## src/rtl/muldiv_unit.sv

```systemverilog
// muldiv_unit: iterative RV32M multiply/divide execution unit.
// Accepts one M-extension operation per start pulse and computes it over
// XLEN iterations. Multiply is shift-add, and divide is restoring division.
// Divide-by-zero and signed overflow bypass the iterations and complete in
// one cycle.
//
// Ports:
//   clk     in   system clock, rising edge
//   resetn  in   asynchronous active-low reset
//   start   in   request pulse, sampled in IDLE or DONE
//   func3   in   M-extension op: MUL/MULH/MULHSU/MULHU/DIV/DIVU/REM/REMU
//   a, b    in   rs1 / rs2 operands, sampled with start
//   busy    out  operation in flight (ITER, FIX)
//   done    out  one-cycle pulse, result valid
//   result  out  registered result, held until the next accepted start
module muldiv_unit #(
  parameter int unsigned XLEN = 32
) (
  input  logic            clk,
  input  logic            resetn,
  input  logic            start,
  input  logic [2:0]      func3,
  input  logic [XLEN-1:0] a,
  input  logic [XLEN-1:0] b,
  output logic            busy,
  output logic            done,
  output logic [XLEN-1:0] result
);

  localparam int unsigned CW = $clog2(XLEN);

  typedef enum logic [1:0] {IDLE, ITER, FIX, DONE} state_t;

  state_t              state;
  logic [2:0]          op;
  logic                sa, sb;     // effective operand signs (0 for unsigned ops)
  logic [2*XLEN-1:0]   acc;        // product accumulator
  logic [2*XLEN-1:0]   mcand;      // multiplicand, shifted left each iteration
  logic [XLEN-1:0]     opb;        // multiplier (shifted right) or divisor
  logic [XLEN-1:0]     quo;        // dividend bits shift out MSB-first while quotient bits shift in
  logic [XLEN:0]       rem;
  logic [CW-1:0]       cnt;

  logic                accept, sgn_a, sgn_b, div_zero, div_ovf, special;
  logic [XLEN-1:0]     a_mag, b_mag, special_res, fix_res, q_s, r_s;
  logic [XLEN+1:0]     rem_sh, rem_diff;
  logic [2*XLEN-1:0]   prod;

  always_comb begin
    accept   = start && (state == IDLE || state == DONE);
    sgn_a    = (func3 == 3'b001) || (func3 == 3'b010) ||
               (func3 == 3'b100) || (func3 == 3'b110);
    sgn_b    = (func3 == 3'b001) || (func3 == 3'b100) || (func3 == 3'b110);
    a_mag    = (sgn_a && a[XLEN-1]) ? -a : a;
    b_mag    = (sgn_b && b[XLEN-1]) ? -b : b;
    div_zero = func3[2] && (b == '0);
    div_ovf  = func3[2] && !func3[0] &&
               (a == {1'b1, {(XLEN-1){1'b0}}}) && (b == '1);
    special  = div_zero || div_ovf;
    if (div_zero) special_res = func3[1] ? a : '1;
    else          special_res = func3[1] ? '0 : a;

    // Restoring step: shift next dividend bit into the remainder, trial subtract.
    rem_sh   = {rem, quo[XLEN-1]};
    rem_diff = rem_sh - {2'b00, opb};

    prod = (sa ^ sb) ? -acc : acc;
    q_s  = (sa ^ sb) ? -quo : quo;
    r_s  = sa ? -rem[XLEN-1:0] : rem[XLEN-1:0];
    if (!op[2])     fix_res = (op[1:0] == 2'b00) ? prod[XLEN-1:0] : prod[2*XLEN-1:XLEN];
    else if (op[1]) fix_res = r_s;
    else            fix_res = q_s;
  end

  always_ff @(posedge clk or negedge resetn) begin
    if (!resetn) begin
      state  <= IDLE;
      op     <= '0;
      sa     <= 1'b0;
      sb     <= 1'b0;
      acc    <= '0;
      mcand  <= '0;
      opb    <= '0;
      quo    <= '0;
      rem    <= '0;
      cnt    <= '0;
      result <= '0;
    end else begin
      case (state)
        IDLE, DONE: begin
          if (accept) begin
            op    <= func3;
            sa    <= sgn_a && a[XLEN-1];
            sb    <= sgn_b && b[XLEN-1];
            acc   <= '0;
            cnt   <= '0;
            mcand <= {{XLEN{1'b0}}, a_mag};
            opb   <= b_mag;
            quo   <= a_mag;
            rem   <= '0;
            if (special) begin
              result <= special_res;
              state  <= DONE;
            end else begin
              state  <= ITER;
            end
          end else begin
            state <= IDLE;
          end
        end
        ITER: begin
          if (op[2]) begin
            if (rem_sh >= {2'b00, opb}) begin
              rem <= rem_diff[XLEN:0];
              quo <= {quo[XLEN-2:0], 1'b1};
            end else begin
              rem <= rem_sh[XLEN:0];
              quo <= {quo[XLEN-2:0], 1'b0};
            end
          end else begin
            if (opb[0]) acc <= acc + mcand;
            mcand <= mcand << 1;
            opb   <= opb >> 1;
          end
          cnt <= cnt + CW'(1);
          if (cnt == CW'(XLEN-1)) state <= FIX;
        end
        FIX: begin
          result <= fix_res;
          state  <= DONE;
        end
        default: state <= IDLE;
      endcase
    end
  end

  assign busy = (state == ITER) || (state == FIX);
  assign done = (state == DONE);

endmodule

```

## config.mk

```make
export PLATFORM = sky130hd
export DESIGN_NAME = muldiv_unit
export DESIGN_NICKNAME = d
export VERILOG_FILES = /design/src/rtl/muldiv_unit.sv
export SDC_FILE = /design/constraint.sdc
export NUM_CORES = 1
export LEC_CHECK = 0
export BUFFER_PORTS_ARGS = -buffer_cell sky130_fd_sc_hd__buf_4
export CORE_AREA = 2 2 249 202
export DETAILED_ROUTE_END_ITERATION = 12
export DIE_AREA = 0 0 251 204
export PLACE_DENSITY = 0.58
export SETUP_SLACK_MARGIN = 0.02
export SKIP_CTS_REPAIR_TIMING = 1
export SLEW_MARGIN = 5
export SYNTH_ARGS = -nofsm -noshare
export SYNTH_HDL_FRONTEND = slang
export SYNTH_SLANG_ARGS = --single-unit
```

## constraint.sdc

```tcl
create_clock -name clk -period 5.7 [get_ports clk]
set_input_delay 0.57 -clock clk [delete_from_list [all_inputs] [get_ports clk]]
set_output_delay 0.57 -clock clk [all_outputs]
set_load 0.02 [all_outputs]
```

==> results of run 1 <==
-- stage by stage --
step / instances / util (%) / total power, W / hold slack [ns]
after floorplan: 2726 / - / 0.00798 / 0.274
after global placement: 3339 / 46.9 / 0.0103 / 0.467
after detailed placement: 3339 / 46.9 / 0.0104 / 0.480
after CTS: 3401 / 49.4 / 0.0129 / 0.121
after global routing: 3403 / 49.4 / 0.0138 / 0.157
final: 3404 / 49.4 / 0.0130 / 0.108
-- worst reg2reg max path: stages (launching register included) --
cell      delay (ns)
dfrtp_1         0.41
inv_1           0.10
ha_1            0.18
inv_1           0.07
fa_1            0.40
a21o_1          0.17
a21oi_1         0.23
o21a_1          0.24
o311ai_2        0.19
a31o_2          0.33
nor2b_1         0.18
o21ai_4         0.64
nand2b_1        0.56
o221ai_1        0.23
-- metal layers --
layer  vias to the layer above  track usage [%]
met2                       856             43.1
met3                       107             5.04
met4                         0             7.91
li1                       9922                -
met1                     10400             47.4
met5                         -                0
-- registers in the layout, summed over array words and instances, names as in the netlist, 2 cells and up --
signal,flops
acc,64
mcand,64
rem,33
opb,32
quo,32
result,32
cnt,5
op,3
state,2
-- worst max path at each step --
| stage | endpoint | cells after the start | start | slack, ns |
|---|---|---|---|---|
| final | quo[0]$_DFFE_PN0P_ | 13 | quo[31]$_DFFE_PN0P_ | 1.60 |
| after global routing | quo[0]$_DFFE_PN0P_ | 13 | quo[31]$_DFFE_PN0P_ | 1.37 |
| after CTS | quo[0]$_DFFE_PN0P_ | 13 | quo[31]$_DFFE_PN0P_ | 1.71 |
| after detailed placement | quo[0]$_DFFE_PN0P_ | 13 | quo[31]$_DFFE_PN0P_ | 1.75 |
| after global placement | rem[1]$_DFFE_PN0P_ | 14 | quo[31]$_DFFE_PN0P_ | 1.86 |
| after floorplan | rem[1]$_DFFE_PN0P_ | 15 | quo[31]$_DFFE_PN0P_ | 2.53 |
-- area by class of cell --
cell class / count / area [um2] / share of cell area, %
Clock inverter: 14 / 205 / 0.848
Multi-Input combinational cell: 2208 / 14100 / 58.3
Clock buffer: 48 / 1010 / 4.16
Sequential cell: 269 / 6730 / 27.8
Inverter: 95 / 357 / 1.47
Tap cell: 637 / 797 / 3.29
Timing Repair Buffer: 130 / 996 / 4.12
Antenna cell: 3 / 7.51 / 0.0310
-- logic make-up after synthesis --
family	Yosys count	synth area share (%)
compound gates	983	28.0
simple gates	812	17.7
flops	269	31.0
xor+xnor	259	10.4
buf+inv	249	4.50
fa+ha+maj	130	7.30
mux	24	1.15
-- layout by cell type (no fill, tap or decap), types with 11 or more instances in the layout --
cell       instances
a21o_1            61
clkbuf_16         37
o41ai_1           21
nor4_1            25
buf_4            128
a22o_1            37
nor2b_1           11
mux2i_1           17
nand3_1           36
and3_1            21
xor2_1           117
a32oi_1           13
nand4_1           33
a31oi_1           40
o31ai_1           37
o22ai_1           13
nand2b_1          25
o21ai_0          327
a21oi_1          247
nor3_1            45
maj3_1            22
xnor2_1          140
nand2_1          314
or2_2             11
o211ai_1          22
o21bai_1          21
or4_1             14
nor2_1           208
o221ai_1          12
a22oi_1           32
or3_1             14
dfrtp_1          269
ha_1             104
a211oi_1          16
and2_1            16
inv_1             95
-- Yosys cell counts (all sizes together), types with 6 or more instances --
cell | number | area share, %
a31oi | 40 | 1.2
mux2i | 17 | 0.78
o22ai | 13 | 0.37
nand2b | 26 | 0.78
a21oi | 248 | 5.7
dfrtp | 269 | 31
nor2b | 11 | 0.32
nand2 | 316 | 5.5
o21a | 9 | 0.31
o221ai | 12 | 0.48
a32oi | 13 | 0.52
a21o | 63 | 2.2
inv | 95 | 1.6
ha | 106 | 6.1
a211oi | 16 | 0.55
nand3 | 36 | 0.83
xor2 | 118 | 4.8
a22oi | 32 | 1.1
or3 | 15 | 0.46
mux2 | 7 | 0.36
o2111ai | 6 | 0.24
nor2 | 212 | 3.7
and2 | 16 | 0.46
o41ai | 21 | 0.85
clkbuf | 128 | 2.2
o31ai | 37 | 1.3
xnor2 | 141 | 5.7
o21ai | 338 | 7.8
and3 | 21 | 0.60
or2 | 11 | 0.32
or4 | 18 | 0.69
o211ai | 22 | 0.76
o21bai | 21 | 0.73
nor4 | 32 | 1.2
maj3 | 22 | 1.0
nand4 | 34 | 1.0
buf | 26 | 0.65
nor3 | 47 | 1.1
a22o | 37 | 1.5
-- report_power, final --
group	switching, W	total, W	leakage (nW)	internal, W
clock network	0.000936	0.00240	0.584	0.00146
registers	0.000622	0.00310	3.51	0.00248
logic	0.00506	0.00747	6.52	0.00241
==> flow_summary.ini, run 1 <==
[yosys]
syn_area_um2 = 21700
ys_ff_latch = 269
yosys_warnings = 0
synthCells = 2726
ys_types = 85
syn-num-nets = 2904
synth_top_flop_cell = dfrtp_1
syn_area_per_cell_um2 = 7.97
synth-edff-count = 0
synth-async-reset-ratio_pct = 100
yosysSeqAreaShare_pct = 31.0

[critical_path]
arrival_ns = 4.48
path_delay_family = compound AO/OA/AOI/OAI gates
end_kind = flip-flop
r2r_cells = 13
crit_slowest_cell = o21ai_4
slowest_delay_ns = 0.64
critPathMaxFanout = 26
worstPathBufferInverterCount = 2
cp_common_cell = inv_1
cp-start-kind = flip-flop
critical_path_required_ns = 6.07
crit_type = flip-flop to flip-flop
reg2reg_slack_ns = 1.60
r2r-start = quo[31]$_DFFE_PN0P_
crit_chain = inv_1 -> ha_1 -> inv_1 -> fa_1 -> a21o_1 -> a21oi_1 -> o21a_1 -> o311ai_2 -> a31o_2 -> nor2b_1 -> o21ai_4 -> nand2b_1 -> o221ai_1
reg2reg_to = quo[0]$_DFFE_PN0P_

[timing]
setup_viol = 0
rsz0062_at_grt = false
worst_slew_pin_slew_ns = 1.09
worst_slack_ns = 1.60
fin_setup_tns_ns = 0
final.min_clock_period_ns = 4.10
fmax_ghz = 0.244
fin_crit_sh_pct = 72.0
fin_skew_ns = 0.0211
relSlewSlack_pct = 25.4
slew_viol_final = 0
final-hold-violation-count = 0

[layout]
fillers = 4835
area_growth_pct = 11.4
final_layout_size_suffix_gt1_share_pct = 8.83
layout.nets = 2917
design_area_um2 = 24200

[clocking]
insertion_delay_ns = 0.55
clockRootBuffer = clkbuf_16
cts_tree = yes
clk_path_buf_depth = 3
clk_pin_slew_ns = 0.06
h-tree-depth = 2
clock_sinks = 269
cts_buffers = 35

[drt]
vias = 21200
wl_met1_um = 38700
top_layer = met4
met3WireLength_um = 6310
final_antenna_net_count = 0
drtIter0Drc = 2463
drc = 0
firstDrtPassIters = 5
wl_per_cell_um = 23.1
vias_per_cell = 6.24
wl_met2_um = 32000
routed_wirelength_um = 78700

[floorplanning]
row_count = 73
die_h_um = 204
dieWidth_um = 251
core-area_um2 = 49000
ios = 104
die_area_um2 = 51200
initial_utilization_pct = 44.4

[pwr]
leakagePower_nw = 10.6
peakVddDrop_mv = 0.309
power.density_nw_per_um2 = 536

[placement]
post-place-ws_ns = 1.75
io_buffers = 103
place_congestion = 0.934
dp_hpwl_um = 59600
dpl_cell_area_um2 = 23000

[grt]
grt_pass1_vias = 19600
grt_start_max_net_pins = 114
grt_overflow = 0
grtUsageTotal_pct = 30.5
antenna_found_initial = 4
grt_pass1_wl_um = 121000

[flow_run]
cap_violations = 0

[outcome]
outcome = finished, final reports clean

[hold_path]
hold_path_class = input pin to asynchronous set/reset pin
No activity file was read; power rests on OpenSTA's default activity.
==> run 2: changes to the inputs <==
--- a/config.mk
+++ b/config.mk
@@ -9,7 +9,7 @@
 export CORE_AREA = 2 2 249 202
 export DETAILED_ROUTE_END_ITERATION = 12
 export DIE_AREA = 0 0 251 204
-export PLACE_DENSITY = 0.58
+export PLACE_DENSITY = 0.6
 export SETUP_SLACK_MARGIN = 0.02
 export SKIP_CTS_REPAIR_TIMING = 1
 export SLEW_MARGIN = 5
==> constraint.sdc (replaced) <==
create_clock -name clk -period 3.6 [get_ports clk]
set_input_delay 0.36 -clock clk [delete_from_list [all_inputs] [get_ports clk]]
set_output_delay 0.36 -clock clk [all_outputs]
set_load 0.02 [all_outputs]
==> flow_summary.ini, run 2 (synthesis results as in run 1) <==
[outcome]
outcome = finished, final reports clean

[floorplanning]
die_h_um = 204
core-area_um2 = 49000
ios = 104
initial_utilization_pct = 44.4
row_count = 73
dieWidth_um = 251
die_area_um2 = 51200

[timing]
fin_crit_sh_pct = 96.0
fin_setup_tns_ns = 0
setup_viol = 0
holdWs_ns = 0.0896
relSlewSlack_pct = 26.8
worst_slew_pin_slew_ns = 1.10
slew_viol_final = 0
fmax_ghz = 0.289
worst_slack_ns = 0.143
final-hold-violation-count = 0
fin_skew_ns = 0.0201
rsz0062_at_grt = false
final.min_clock_period_ns = 3.46

[placement]
post-place-ws_ns = 0.113
io_buffers = 103
dp_hpwl_um = 61200
place_congestion = 0.955

[critical_path]
crit_slowest_cell = or4_4
critical_path_required_ns = 4.01
reg2reg_slack_ns = 0.14
cp-start-kind = flip-flop
critPathMaxFanout = 7
reg2reg_to = result[18]$_DFFE_PN0P_
end_kind = flip-flop
crit_type = flip-flop to flip-flop
r2r-start = acc[14]$_DFFE_PN0P_
r2r_cells = 10
arrival_ns = 3.86
crit_chain = or4_4 -> or4_4 -> nor4_2 -> buf_4 -> and4_1 -> a21oi_1 -> xnor2_1 -> o21ai_0 -> o211ai_1 -> o21ai_0
slowest_delay_ns = 0.60

[clocking]
h-tree-depth = 2
cts_buffers = 35
cts_tree = yes
clockRootBuffer = clkbuf_16
clk_pin_slew_ns = 0.06
insertion_delay_ns = 0.56
clock_sinks = 269
clk_path_buf_depth = 3

[layout]
layout_commonest_cell = o21ai_0
area_growth_pct = 15.0
largestRegisters = acc (64), mcand (64), rem (33)
final_layout_size_suffix_gt1_share_pct = 11.8
final_cell_mix = o21ai_0, nand2_1, dfrtp_1
layout.nets = 2999

[pwr]
power_frac_comb_pct = 59.8
seqPwrFrac_pct = 23.0
power_switching_w = 0.0107
p_int_w = 0.0104
power.density_nw_per_um2 = 845
p_clk_share_pct = 17.1
p_sw_share_pct = 50.8
leakagePower_nw = 11.1
peakVddDrop_mv = 0.555

[hold_path]
hold_path_class = input pin to flip-flop
whs_path_depth = 2
hold_start = func3[2]
min_to = op[2]$_DFFE_PN0P_

[flow_run]
cap_violations = 0

[drt]
wl_per_cell_um = 23.0
vias_per_cell = 6.24
final_antenna_net_count = 0
drc = 0
routed_wirelength_um = 80000
firstDrtPassIters = 5
drtIter0Drc = 2534
vias = 21700

[grt]
antenna_found_initial = 0
grt_pass1_wl_um = 123000
grt_overflow = 0
grtUsageTotal_pct = 31.0
grt_start_max_net_pins = 137
grt_pass1_vias = 20200
run 2: cell count changes in the layout (fill, tap and decap cells not counted), moves of 2 or more:
cell / before / now
clkbuf_8: 4 / 10
clkinvlp_4: 4 / 1
clkbuf_1: 7 / 5
diode_2: 3 / 1
bufinv_16: 5 / 1
o21ai_0: 327 / 325
buf_12: 1 / 13
buf_4: 128 / 197
clkinv_2: 5 / 7
run 2: how the worst max path moves through the flow:
| stage | start | end | cells past startpoint |
|---|---|---|---|
| 4_1_cts | mcand[0]$_DFFE_PN0P_ | acc[48]$_DFFE_PN0P_ | 14 |
| 6_report | acc[14]$_DFFE_PN0P_ | result[18]$_DFFE_PN0P_ | 10 |
| 3_3_place_gp | quo[4]$_DFFE_PN0P_ | result[24]$_DFFE_PN0P_ | 11 |
| 3_5_place_dp | mcand[0]$_DFFE_PN0P_ | acc[48]$_DFFE_PN0P_ | 14 |
| 2_1_floorplan | quo[31]$_DFFE_PN0P_ | rem[1]$_DFFE_PN0P_ | 15 |
| 5_1_grt | mcand[0]$_DFFE_PN0P_ | acc[48]$_DFFE_PN0P_ | 14 |
run 2: area by class of cell:
type,instances,area [um2]
Multi-Input combinational cell,2208,14200
Sequential cell,269,6730
Timing Repair Buffer,212,1760
Inverter,95,357
Tap cell,637,797
Fill cell,4752,24000
Clock inverter,9,72.6
Antenna cell,1,2.50
Clock buffer,52,1080
run 2: stage by stage:
stage	area [um2]	total power, W	util, %	std cells
floorplan	21700	0.0126	-	2726
global placement	23700	0.0169	48.5	3418
detailed placement	23700	0.0171	48.5	3418
CTS	24900	0.0208	50.8	3479
global route	25000	0.0224	51.0	3482
finish	25000	0.0211	51.0	3483
run 2: power by group through the flow:
stage | clock network, W | registers [W] | logic (W)
detailed placement | 0 | 0.00487 | 0.0122
global route | 0.00379 | 0.00496 | 0.0137
global placement | 0 | 0.00484 | 0.0121
CTS | 0.00366 | 0.00483 | 0.0123
finish | 0.00362 | 0.00487 | 0.0126
floorplan | 0 | 0.00476 | 0.00788
run 2: critical path, delay by kind of cell (launching register included):
| family | cells | cell delay (ns) |
|---|---|---|
| flip-flops | 1 | 0.44 |
| XOR/XNOR | 1 | 0.45 |
| AND/OR/NAND/NOR | 4 | 1.58 |
| AO/OA/AOI/OAI | 4 | 0.63 |
| buffers and inverters | 1 | 0.20 |
run 2: metal layers:
layer	vias to the layer above	wire length, um	track usage [%]
li1	10100	-	-
met1	10500	37600	47.0
met2	993	32200	43.5
met3	117	8170	7.53
met4	0	2140	8.42
met5	-	0	0
